===== src/rtl/processor_pkg.sv =====
// Shared run-controller types and defaults for the Final_System core supervisor.
// Holds the run-state encoding and the default counter width and watchdog limit.
package processor_pkg;

    typedef enum logic [2:0] {
        ST_IDLE,
        ST_LAUNCH,
        ST_RUN,
        ST_DONE,
        ST_TIMEOUT
    } run_state_e;

    localparam int CNT_WIDTH_DEF      = 16;
    localparam int TIMEOUT_CYCLES_DEF = 4096;

endpackage


===== src/rtl/core_finish_tracker.sv =====
// Per-core end-of-operation latch: a sticky seen flag plus the run cycle it was first seen.
module core_finish_tracker #(
    parameter int cnt_width = 16
) (
    input  logic                 clk,
    input  logic                 reset,
    input  logic                 enable_i,
    input  logic                 endop_i,
    input  logic                 clear_i,
    input  logic                 run_i,
    input  logic [cnt_width-1:0] count_i,
    output logic                 seen_o,
    output logic [cnt_width-1:0] finish_o
);

    logic                 seen_q, seen_d;
    logic [cnt_width-1:0] finish_q, finish_d;

    always_comb begin
        // NOTE: hold values are assigned first so every path drives both signals; no latch.
        seen_d   = seen_q;
        finish_d = finish_q;
        if (clear_i) begin
            seen_d   = 1'b0;
            finish_d = '0;
        end else if (run_i && enable_i && endop_i && !seen_q) begin
            seen_d   = 1'b1;
            finish_d = count_i;
        end
    end

    // NOTE: non-blocking assignments keep every register sampling pre-edge values.
    always_ff @(posedge clk or posedge reset) begin
        if (reset) begin
            seen_q   <= 1'b0;
            finish_q <= '0;
        end else begin
            seen_q   <= seen_d;
            finish_q <= finish_d;
        end
    end

    assign seen_o   = seen_q;
    assign finish_o = finish_q;

endmodule


===== src/rtl/core_run_controller.sv =====
// Launches a run on the enabled cores, latches their end-of-operation and reports done.
// Optional watchdog: define RUN_TIMEOUT_EN to enable the TIMEOUT state.
module core_run_controller
    import processor_pkg::*;
#(
    parameter int core_count     = 3,
    parameter int cnt_width      = CNT_WIDTH_DEF,
    parameter int timeout_cycles = TIMEOUT_CYCLES_DEF
) (
    input  logic                            clk,
    input  logic                            reset,
    input  logic                            start,
    input  logic [core_count-1:0]           core_enable,
    input  logic [core_count-1:0]           endop_signal,
    output logic [core_count-1:0]           core_start,
    output logic                            busy,
    output logic                            done,
    output logic                            timeout,
    output logic [core_count-1:0]           pending_mask,
    output logic [cnt_width-1:0]            total_cycles,
    output logic [core_count*cnt_width-1:0] finish_cycles
);

    run_state_e            state_q, state_d;
    logic [core_count-1:0] enable_q, enable_d;
    logic [core_count-1:0] seen_q;
    logic [cnt_width-1:0]  total_q, total_d;
    logic [cnt_width-1:0]  cnt_next;
    logic                  clear;
    logic                  in_run;
    logic                  all_done;

`ifdef RUN_TIMEOUT_EN
    localparam logic [cnt_width-1:0] TIMEOUT_LIMIT = cnt_width'(timeout_cycles);
`else
    logic unused_timeout_cfg;
    assign unused_timeout_cfg = (timeout_cycles > 0);
`endif

    assign cnt_next = (&total_q) ? total_q : total_q + 1'b1;
    assign in_run   = (state_q == ST_RUN);
    // Cores finishing on this edge count as seen for the completion decision.
    assign all_done = ((enable_q & ~seen_q & ~endop_signal) == '0);

    always_comb begin
        state_d  = state_q;
        enable_d = enable_q;
        total_d  = total_q;
        clear    = 1'b0;
        case (state_q)
            ST_IDLE, ST_DONE, ST_TIMEOUT: begin
                if (start) begin
                    clear    = 1'b1;
                    enable_d = core_enable;
                    total_d  = '0;
                    state_d  = (core_enable == '0) ? ST_DONE : ST_LAUNCH;
                end
            end
            ST_LAUNCH: state_d = ST_RUN;
            ST_RUN: begin
                total_d = cnt_next;
                if (all_done) begin
                    state_d = ST_DONE;
                end
`ifdef RUN_TIMEOUT_EN
                else if (cnt_next == TIMEOUT_LIMIT) begin
                    state_d = ST_TIMEOUT;
                end
`endif
            end
            default: state_d = ST_IDLE;
        endcase
    end

    always_ff @(posedge clk or posedge reset) begin
        if (reset) begin
            state_q  <= ST_IDLE;
            enable_q <= '0;
            total_q  <= '0;
        end else begin
            state_q  <= state_d;
            enable_q <= enable_d;
            total_q  <= total_d;
        end
    end

    for (genvar i = 0; i < core_count; i++) begin : g_core
        core_finish_tracker #(
            .cnt_width(cnt_width)
        ) u_tracker (
            .clk      (clk),
            .reset    (reset),
            .enable_i (enable_q[i]),
            .endop_i  (endop_signal[i]),
            .clear_i  (clear),
            .run_i    (in_run),
            .count_i  (cnt_next),
            .seen_o   (seen_q[i]),
            .finish_o (finish_cycles[i*cnt_width +: cnt_width])
        );
    end

    // Outputs decode registered state only, so nothing combinational reaches them from inputs.
    assign core_start   = (state_q == ST_LAUNCH) ? enable_q : '0;
    assign busy         = (state_q == ST_LAUNCH) || (state_q == ST_RUN);
    assign done         = (state_q == ST_DONE);
    assign pending_mask = enable_q & ~seen_q;
    assign total_cycles = total_q;
`ifdef RUN_TIMEOUT_EN
    assign timeout      = (state_q == ST_TIMEOUT);
`else
    assign timeout      = 1'b0;
`endif

endmodule

===== config.mk =====
export PLATFORM = sky130hd
export DESIGN_NAME = core_run_controller
export DESIGN_NICKNAME = d
export VERILOG_FILES = /design/src/rtl/processor_pkg.sv /design/src/rtl/core_finish_tracker.sv /design/src/rtl/core_run_controller.sv
export SDC_FILE = /design/constraint.sdc
export NUM_CORES = 1
export LEC_CHECK = 0
export CORE_ASPECT_RATIO = 0.5
export CORE_MARGIN = 2
export CORE_UTILIZATION = 50
export DETAILED_ROUTE_END_ITERATION = 10
export GPL_TIMING_DRIVEN = 0
export PLACE_DENSITY = 0.9
export SETUP_SLACK_MARGIN = 0.15
export SLEW_MARGIN = 20
export SYNTH_ARGS = -nofsm -noshare
export SYNTH_HDL_FRONTEND = slang
export SYNTH_HIERARCHICAL = 1
export SYNTH_SLANG_ARGS = --single-unit

===== constraint.sdc =====
create_clock -name clk -period 2.5 [get_ports clk]
set_input_delay 0.5 -clock clk [delete_from_list [all_inputs] [get_ports clk]]
set_output_delay 0.5 -clock clk [all_outputs]
set_load 0.005 [all_outputs]

---- Word-level counts from Yosys, hierarchy flattened ----
Index checks and enable logic that the tools add are counted.
operators by class
  add/subtract/negate cells ............... 1
  equal/unequal tests ..................... 6
  muxes and demuxes ....................... 22
  reduce and logical (&&, ||, !) cells .... 25
  bitwise logic cells ..................... 4
operators by type and width
  operator                 count
  $mux W16                 8
  $pmux W16 S2             1
  $add A16 B1 Y16 const B  1
  $reduce_and A16 Y1       1
  $logic_and A1 B1 Y1      9
  $logic_not A3 Y1         3
  $mux W3                  3
  $pmux W3 S3              1
  $mux W1                  8
  $reduce_bool A2 Y1       4
  $and A3 B3 Y3            2
  $eq A3 B2 Y1 const B     2
  $not A3 Y3               2
  $reduce_and A2 Y1        3
  $ne A2 B2 Y1 const B     2
  $eq A3 B1 Y1 const B     1
  $eq A3 B3 Y1 const B     1
  $logic_not A1 Y1         3
  $reduce_or A3 Y1         1
  $mux W2                  1
  $logic_or A1 B1 Y1       1
storage, ports and cells
  register bits ........................... 73
  logic and storage cells ................. 67
  input port bits ......................... 9
  output and inout bits ................... 73

---- Longest topological paths before layout ----
Gate-level depths: netlist (run 1).
  word-level depth ........................ 6
  mapped depth ............................ 8
  depth with buffers taken out ............ 7

---- By module ----
Netlist (run 1), hierarchy kept.
modules (own cells, without submodules)
  module               times used  area each (µm²)  seq. area each (µm²)  cells each
  core_finish_tracker  3           669.4            425.4                 41
  core_run_controller  1           1490.2           525.5                 176

---- Worst setup path before layout (run 1) ----
No wires, ideal clock.
  kind .................................... reg-to-reg
  from .................................... register total_q[0] (netlist: total_cycles[0])
  to ...................................... register g_core[0].u_tracker.finish_q[7]
  cell stages (with the launch flop) ...... 8
  setup time .............................. 0.121 ns
  arrival time ............................ 1.947 ns
  buffers on the path ..................... 1
  clock period less this slack ............ 2.068 ns
  required time ........................... 2.379 ns
  setup slack ............................. 0.432 ns
  path through ............................ dfrtp_1 -> ha_1 -> nand3_1 -> or4_4 -> buf_6 -> nand2_1 -> xnor2_1 -> a22o_2
on the way
  longest elaborated chain between the ends .. 4
  elaborated cells on any way between the ends .. 5
  those cells by class .................... 1 x add/sub; 3 x mux; 1 x reduce/logical
RTL lines
  element                                                RTL line                   RTL
  start, declared                                        core_run_controller.sv:27  logic [cnt_width-1:0] total_q, total_d;
  start signal, assigned                                 core_run_controller.sv:83  total_q <= total_d;
  $add A16 B1 Y16 or $reduce_and A16 Y1 (tied branches)  core_run_controller.sv:40  assign cnt_next = (&total_q) ? total_q : total_q + 1'b1;
  $mux W16 (*)                                           core_run_controller.sv:40
  named net cnt_next[7]                                  core_run_controller.sv:28  logic [cnt_width-1:0] cnt_next;
  $mux W16 (*)                                           core_finish_tracker.sv:26  end else if (run_i && enable_i && endop_i && !seen_q) begin
  $mux W16 (*)                                           core_finish_tracker.sv:23  if (clear_i) begin
  end signal, assigned                                   core_finish_tracker.sv:39  finish_q <= finish_d;
  end, declared                                          core_finish_tracker.sv:17  logic [cnt_width-1:0] finish_q, finish_d;
The timed path passes the listed nets; every way through them passes the cells marked *. The select of a mux whose other input is x is not followed.
A chain may end at the register's enable or synchronous reset.

---- Worst setup path in the final report (run 1) ----
  from .................................... register state_q[0]
  to ...................................... output port busy
on the way
  longest elaborated chain between the ends .. 2
  elaborated cells on any way between the ends .. 3
  those cells by class .................... 2 x eq/ne; 1 x reduce/logical
RTL lines
  element                                       RTL line                    RTL
  start, declared                               core_run_controller.sv:24   run_state_e state_q, state_d;
  start signal, assigned                        core_run_controller.sv:81   state_q <= state_d;
  $eq A3 B1 Y1 or $eq A3 B2 Y1 (tied branches)  core_run_controller.sv:105  assign busy = (state_q == ST_LAUNCH) || (state_q == ST_RUN);
  $logic_or A1 B1 Y1 (*)                        core_run_controller.sv:105
  end, declared                                 core_run_controller.sv:16   output logic busy,
Every way passes the cells marked *; elsewhere a longest branch is shown, timed or not.

==> results.cfg, run 1 <==
[place]
placedCellCount = 471
io_buffers = 80
place_congestion = 0.9416
place_ws_ns = -0.2331
dpl_cell_area_um2 = 4414
dp_hpwl_um = 6793

[grt]
antenna_found_initial = 0
track_usage_pct = 26.32
grt_max_degree = 22
grt_pass1_wl_um = 15640
grt_pass1_vias = 2973
globalRoute.totalOverflow = 0

[cells_and_area]
drive_above_1_share_pct = 25.37
fillCellCount = 481
area_growth_syn_to_layout_pct = 36.48
regArea_um2 = 1802
post_layout_nonfiller_instances = 494
nets = 410
multi_input_comb_area_um2 = 1567
antenna_cells = 0
final_area_um2 = 4775

[floorplan]
ios = 82
die_y_um = 63.15
coreArea_um2 = 6726
initial_utilization_pct = 52.01
chipWidth_um = 122.3
placementRows = 21
die-area_um2 = 7722

[setup_path]
crit_path_end_kind = output pin
start_kind = flip-flop
cp.required_ns = 2.00
crit_fanout = 4
crit_arrival_ns = 1.77
timing_worst_setup_path_type = reg2out

[clock_tree]
cts_hold_buf = 0
cts.sinks = 72
insertion_delay_ns = 0.34
htree_num_levels = 3
clkSlewWorstSetupHoldPaths_ns = 0.06
root_buffer = clkbuf_16
numCtsBuffers = 9
cts_tree = done
max-clock-path-buffers = 2

[run]
drv_cap = 0

[sta]
clock_skew_ns = 0.007140
slew_headroom_pct = 40.88
final-setup-viol-count = 0
worstMarginPinSlew_ns = 0.8858
max_freq_ghz = 0.4400
worst_slack_ns = 0.2274
post-route-min-period_ns = 2.273
final.period_utilization_pct = 90.91
slew_viol_final = 0
rsz0062_at_grt = yes
hold_viol_final = 0

[pwr]
power_mw = 3.940
vdd_drop_max_mv = 0.6812
p_leak_nw = 2.104
power_density_nw_per_um2 = 825.1

[routing]
drt_wl_total_um = 9563
drt_iter0_markers = 291
drcViolationCount = 0
avgViaCountPerCell = 6.004
via_count = 2966
avgRoutedWirePerCell_um = 19.36
dr.pass1.iters = 5
ant_nets = 0

[logic_synthesis]
ys.flop_type = dfrtp_1
ys_types = 47
async_flop_share_pct = 100.0
synth-edff-count = 0
ys_ff_latch = 72
syn_area_per_cell_um2 = 11.70
synthCells = 299
yosysWarnings = 6
syn_area_um2 = 3498
syn-num-nets = 312
ys_seq_area_share_pct = 51.50

[outcome]
status = finished clean

[worst_hold_path]
min_path_type = reg2reg
placed cells by master (no fill, tap or decap), types with 8 or more instances in the layout:
master / synthesis / layout
a21oi_1: 14 / 13
buf_4: 4 / 10
o21ai_0: 11 / 11
inv_1: 11 / 9
clkbuf_16: 0 / 9
a22o_2: 45 / 45
xnor2_1: 9 / 9
nand2_1: 23 / 23
nand3_1: 9 / 8
clkdlybuf4s50_1: 0 / 80
nor2_1: 11 / 11
dfrtp_1: 72 / 72
metrics by stage:
step                      hold WS, ns  util, %  TNS (ns)
after floorplan                0.4261        -         0
after global placement         0.4927    65.63   -0.6425
after detailed placement       0.4908    65.63    -1.251
after CTS                      0.5107    69.68  -0.01078
after global routing           0.5252    70.98         0
final                          0.5063    70.98         0
state kept, by name, summed over array words and instances, names as in the netlist:
register / flops
state_q: 2
enable_q: 3
g_core.u_tracker/finish_o: 48
total_cycles: 16
g_core.u_tracker/seen_o: 3
final cells by class:
class                           count  share of cell area (%)
Sequential cell                    72                   37.74
Buffer                             13                   2.018
Inverter                           14                   1.179
Clock buffer                       10                   4.796
Clock inverter                      6                  0.9172
Tap cell                           92                   2.411
Timing Repair Buffer               87                   18.13
Multi-Input combinational cell    200                   32.81
critical path: stages, from the launching register on:
cell             delay [ns]
dfrtp_1                0.40
inv_1                  0.10
ha_2                   0.30
inv_2                  0.12
clkdlybuf4s50_1        0.52
synthesized netlist by cell type, types with 4 or more instances:
cell type	n	area [um2]
a21oi_1	14	70.07
xnor2_1	9	78.83
a22o_2	45	450.4
a22o_1	6	52.55
inv_1	11	41.29
ha_1	4	50.05
o31ai_1	5	37.54
buf_6	4	45.04
nor2_1	11	41.29
dfrtp_1	72	1802
buf_4	4	30.03
nor2b_1	6	37.54
o21ai_0	11	55.05
nand3_1	9	45.04
a31oi_1	5	31.28
nand2_1	23	86.33
and2_1	5	31.28
cells by family (layout without fill, tap and decap cells):
kind of cell             count (synthesis)  in the layout  share of synthesized area, %
buffers and inverters                   27            130                         4.256
XOR/XNOR                                12             12                         3.005
other                                    1              1                        0.1072
flip-flops                              72             72                         51.50
AO/OA/AOI/OAI                          100            100                         24.71
adder cells (fa/ha/maj)                  4              4                         1.431
AND/OR/NAND/NOR                         79             79                         13.73
multiplexers                             4              4                         1.252
path summary, 6_finish.rpt:
kind                       slack [ns]  cells past startpoint                          endpoint                        startpoint
max reg2reg                      0.23                      8                  total_cycles[14]                        state_q[0]
min                              0.51                      1  g_core[1].u_tracker/finish_o[13]  g_core[1].u_tracker/finish_o[13]
max in group asynchronous        1.19                      2                        state_q[0]                             reset
max                              0.23                      4                              busy                        state_q[0]
min in group asynchronous        0.68                      2   g_core[0].u_tracker/finish_o[7]                             reset
min reg2reg                      0.51                      1  g_core[1].u_tracker/finish_o[13]  g_core[1].u_tracker/finish_o[13]
metal layers:
metal | vias to the layer above | track usage (%) | part of all wire [%]
li1 | 1310 | - | -
met4 | 0 | 10.06 | 2.2
met1 | 1480 | 34.49 | 43
met2 | 150 | 42.57 | 49
met5 | - | 0 | 0
met3 | 26 | 6.250 | 6.5
repair_timing:
| item | CTS | global route |
|---|---|---|
| endpoints found under the setup margin | 7 | 40 |
| setup buffers | 0 | 7 |
| gates resized for setup | 0 | 6 |
| endpoints found under the hold margin | 0 | 0 |
| pin swaps | 0 | 1 |
power breakdown:
part	internal (mW)	switching [mW]
Sequential	1.27	0.142
Clock	0.676	0.506
Combinational	0.594	0.751
Total	2.54	1.40
(Power assumes the default switching activity.)
==> inputs of run 2 (changes only) <==
- REMOVE_ABC_BUFFERS: default -> 1
- SYNTH_HIERARCHICAL: 1 -> default
==> run 2 against run 1 <==
Net effect: first-iteration DRC count is 14% higher; non-clock buffer count is 19 lower; critical path depth is 2 higher; die area is 2.1% lower; clock-buffer cell count is 1 higher; maximum frequency is 0.47% higher; global-route usage is 0.58 points lower; clock skew is 0.0010 ns higher; via count is 9.4% higher; critical path type is now reg2reg; sequential share of layout area is 1.2 points higher; critical endpoint is now g_core[0].u_tracker.finish_o[1]; routed wire length is 0.92% lower; register-to-register slack hardly changed.
==> results.cfg, run 2 <==
[outcome]
status = finished clean

[logic_synthesis]
yosysWarnings = 0
ys.flop_type = dfrtp_1
synth-edff-count = 0
synth_top_area_share_pct = 52.69
synth.most_common_cell = dfrtp_1
ys_seq_area_share_pct = 52.69
ys_types = 41
syn_area_um2 = 3420
async_flop_share_pct = 100.0
synthTopCellsByCount = dfrtp_1 (72), o21ai_0 (53), nand2_1 (52)
synthCells = 382
synthTopCellsByArea = dfrtp_1 (53%), o21ai_0 (7.8%), a21oi_1 (7.5%), nand2_1 (5.7%), nand3_1 (4.4%)
syn_area_per_cell_um2 = 8.952
ys_ff_latch = 72
synth_top_area_cell = dfrtp_1

[sta]
finalHoldWorstSlack_ns = 0.4295
final.period_utilization_pct = 90.48
final-setup-viol-count = 0
rsz0062_at_grt = no
slew_headroom_pct = 53.21
post-route-min-period_ns = 2.262
hold_viol_final = 0
worst_slack_ns = 0.2381
clock_skew_ns = 0.008185
worstMarginPinSlew_ns = 0.7018
max_freq_ghz = 0.4421
slew_viol_final = 0

[floorplan]
chipWidth_um = 121.0
die-area_um2 = 7557
initial_utilization_pct = 51.44
ios = 82
die_y_um = 62.48
placementRows = 21
coreArea_um2 = 6648

[pwr]
power_density_nw_per_um2 = 972.5
p_leak_nw = 1.956
power_mw = 4.498
vdd_drop_max_mv = 0.5668

[clock_tree]
root_buffer = clkbuf_16
clkSlewWorstSetupHoldPaths_ns = 0.06
insertion_delay_ns = 0.34
max-clock-path-buffers = 2
cts.sinks = 72
post-cts-setup-buffer-count = 0
cts_tree = done
numCtsBuffers = 9
htree_num_levels = 3

[grt]
grt_max_degree = 61
globalRoute.totalOverflow = 0
grt_pass1_wl_um = 15110
grt_pass1_vias = 2902
antenna_found_initial = 0
track_usage_pct = 25.75

[place]
place_congestion = 0.9410
place_ws_ns = -0.2695
dp_hpwl_um = 5940
io_buffers = 80
dpl_cell_area_um2 = 4263

[setup_path]
crit_path_end_kind = flip-flop
cp.required_ns = 2.71
crit_fanout = 14
crit_arrival_ns = 2.47
timing_worst_setup_path_type = reg2reg
start_kind = flip-flop

[cells_and_area]
drive_above_1_share_pct = 7.456
final_util_pct = 69.58
antenna_cells = 0
area_growth_syn_to_layout_pct = 35.27
fillCellCount = 473
final_cell_mix = clkdlybuf4s50_1 (80), dfrtp_1 (72), o21ai_0 (53)
layout_commonest_cell = clkdlybuf4s50_1
final_area_um2 = 4626
largest_reg_flops = 48
nets = 464

[routing]
ant_nets = 0
drt_iter0_markers = 331
avgViaCountPerCell = 5.922
dr.pass1.iters = 5
drcViolationCount = 0
met2_length_um = 4387
avgRoutedWirePerCell_um = 17.29
via_count = 3245
top_layer_used = met4
m1WireLength_um = 4241
drt_wl_total_um = 9475
met3_length_um = 729

[worst_hold_path]
min_path_type = in2async

[run]
drv_cap = 0
==> run 2: cell types whose count changed after synthesis, sizes merged, moves of 17 or more <==
| cell | before | now |
|---|---|---|
| a22o | 51 | 3 |
| o21ai | 12 | 54 |
| a21oi | 15 | 51 |
| nand2 | 23 | 52 |
| nand3 | 12 | 31 |
| nor2 | 11 | 28 |
==> run 2: final timing paths <==
| path | startpoint | to | slack (ns) | depth (start not counted) |
|---|---|---|---|---|
| worst max-delay path | total_cycles[0] | g_core[0].u_tracker.finish_o[1] | 0.24 | 6 |
| worst min-delay path | reset | g_core[0].u_tracker.finish_o[0] | 0.43 | 2 |
| worst max register to register | total_cycles[0] | g_core[0].u_tracker.finish_o[1] | 0.24 | 6 |
| worst min register to register | enable_q[1] | enable_q[1] | 0.49 | 2 |
| max in group asynchronous | reset | g_core[1].u_tracker.finish_o[1] | 1.53 | 3 |
| min in group clk | enable_q[1] | enable_q[1] | 0.49 | 2 |
==> run 2: what timing repair did <==
action                                 CTS  global route
hold buffers                             0             0
resized for setup                        2            11
endpoints found under the hold margin    0             0
setup endpoints to repair               22            31
==> run 2: layout make-up <==
class,instances,area [um2],area share [%]
tap,92,115.1,2.488
sequential,72,1802,38.95
clock buffer,11,242.7,5.247
multi-input combinational,280,1529,33.05
inverter,7,28.78,0.6221
timing repair buffer,81,828.3,17.91
clock inverter,5,80.08,1.731
==> run 2: report_power, final <==
group / internal, mW / total [mW] / switching, mW
combinational: 0.722 / 1.56 / 0.835
sequential: 1.41 / 1.57 / 0.158
clock: 0.898 / 1.37 / 0.475
==> run 2: kinds of logic after synthesis <==
logic type	count (synthesis)	share of synthesized area, %
DFF	72	52.69
muxes	4	1.207
AOI/OAI and AO/OA	121	19.32
other	1	0.1097
adders and majority gates	4	1.464
xor gates and xnor gates	3	0.7685
buffers and inverters	30	3.842
and+or+nand+nor	147	20.60
==> run 2: critical path, stage by stage (launching register included) <==
cell and delay (ns):
dfrtp_1 0.51, ha_1 0.31, and4_2 0.41, nand4_4 0.29, mux2_2 0.40, nor2_1 0.13
nor2_1 0.08
==> run 2: stage by stage <==
step	TNS, ns	cells
after floorplan	0	359
after global placement	-67.14	531
after detailed placement	-1.482	532
after CTS	0	548
after global routing	0	548
final	0	548
==> run 2: layer usage <==
metal / track usage (%) / up-vias
met5: 0 / -
li1: - / 1491
met3: 5.931 / 20
met2: 39.61 / 151
met4: 6.395 / 0
met1: 37.18 / 1583
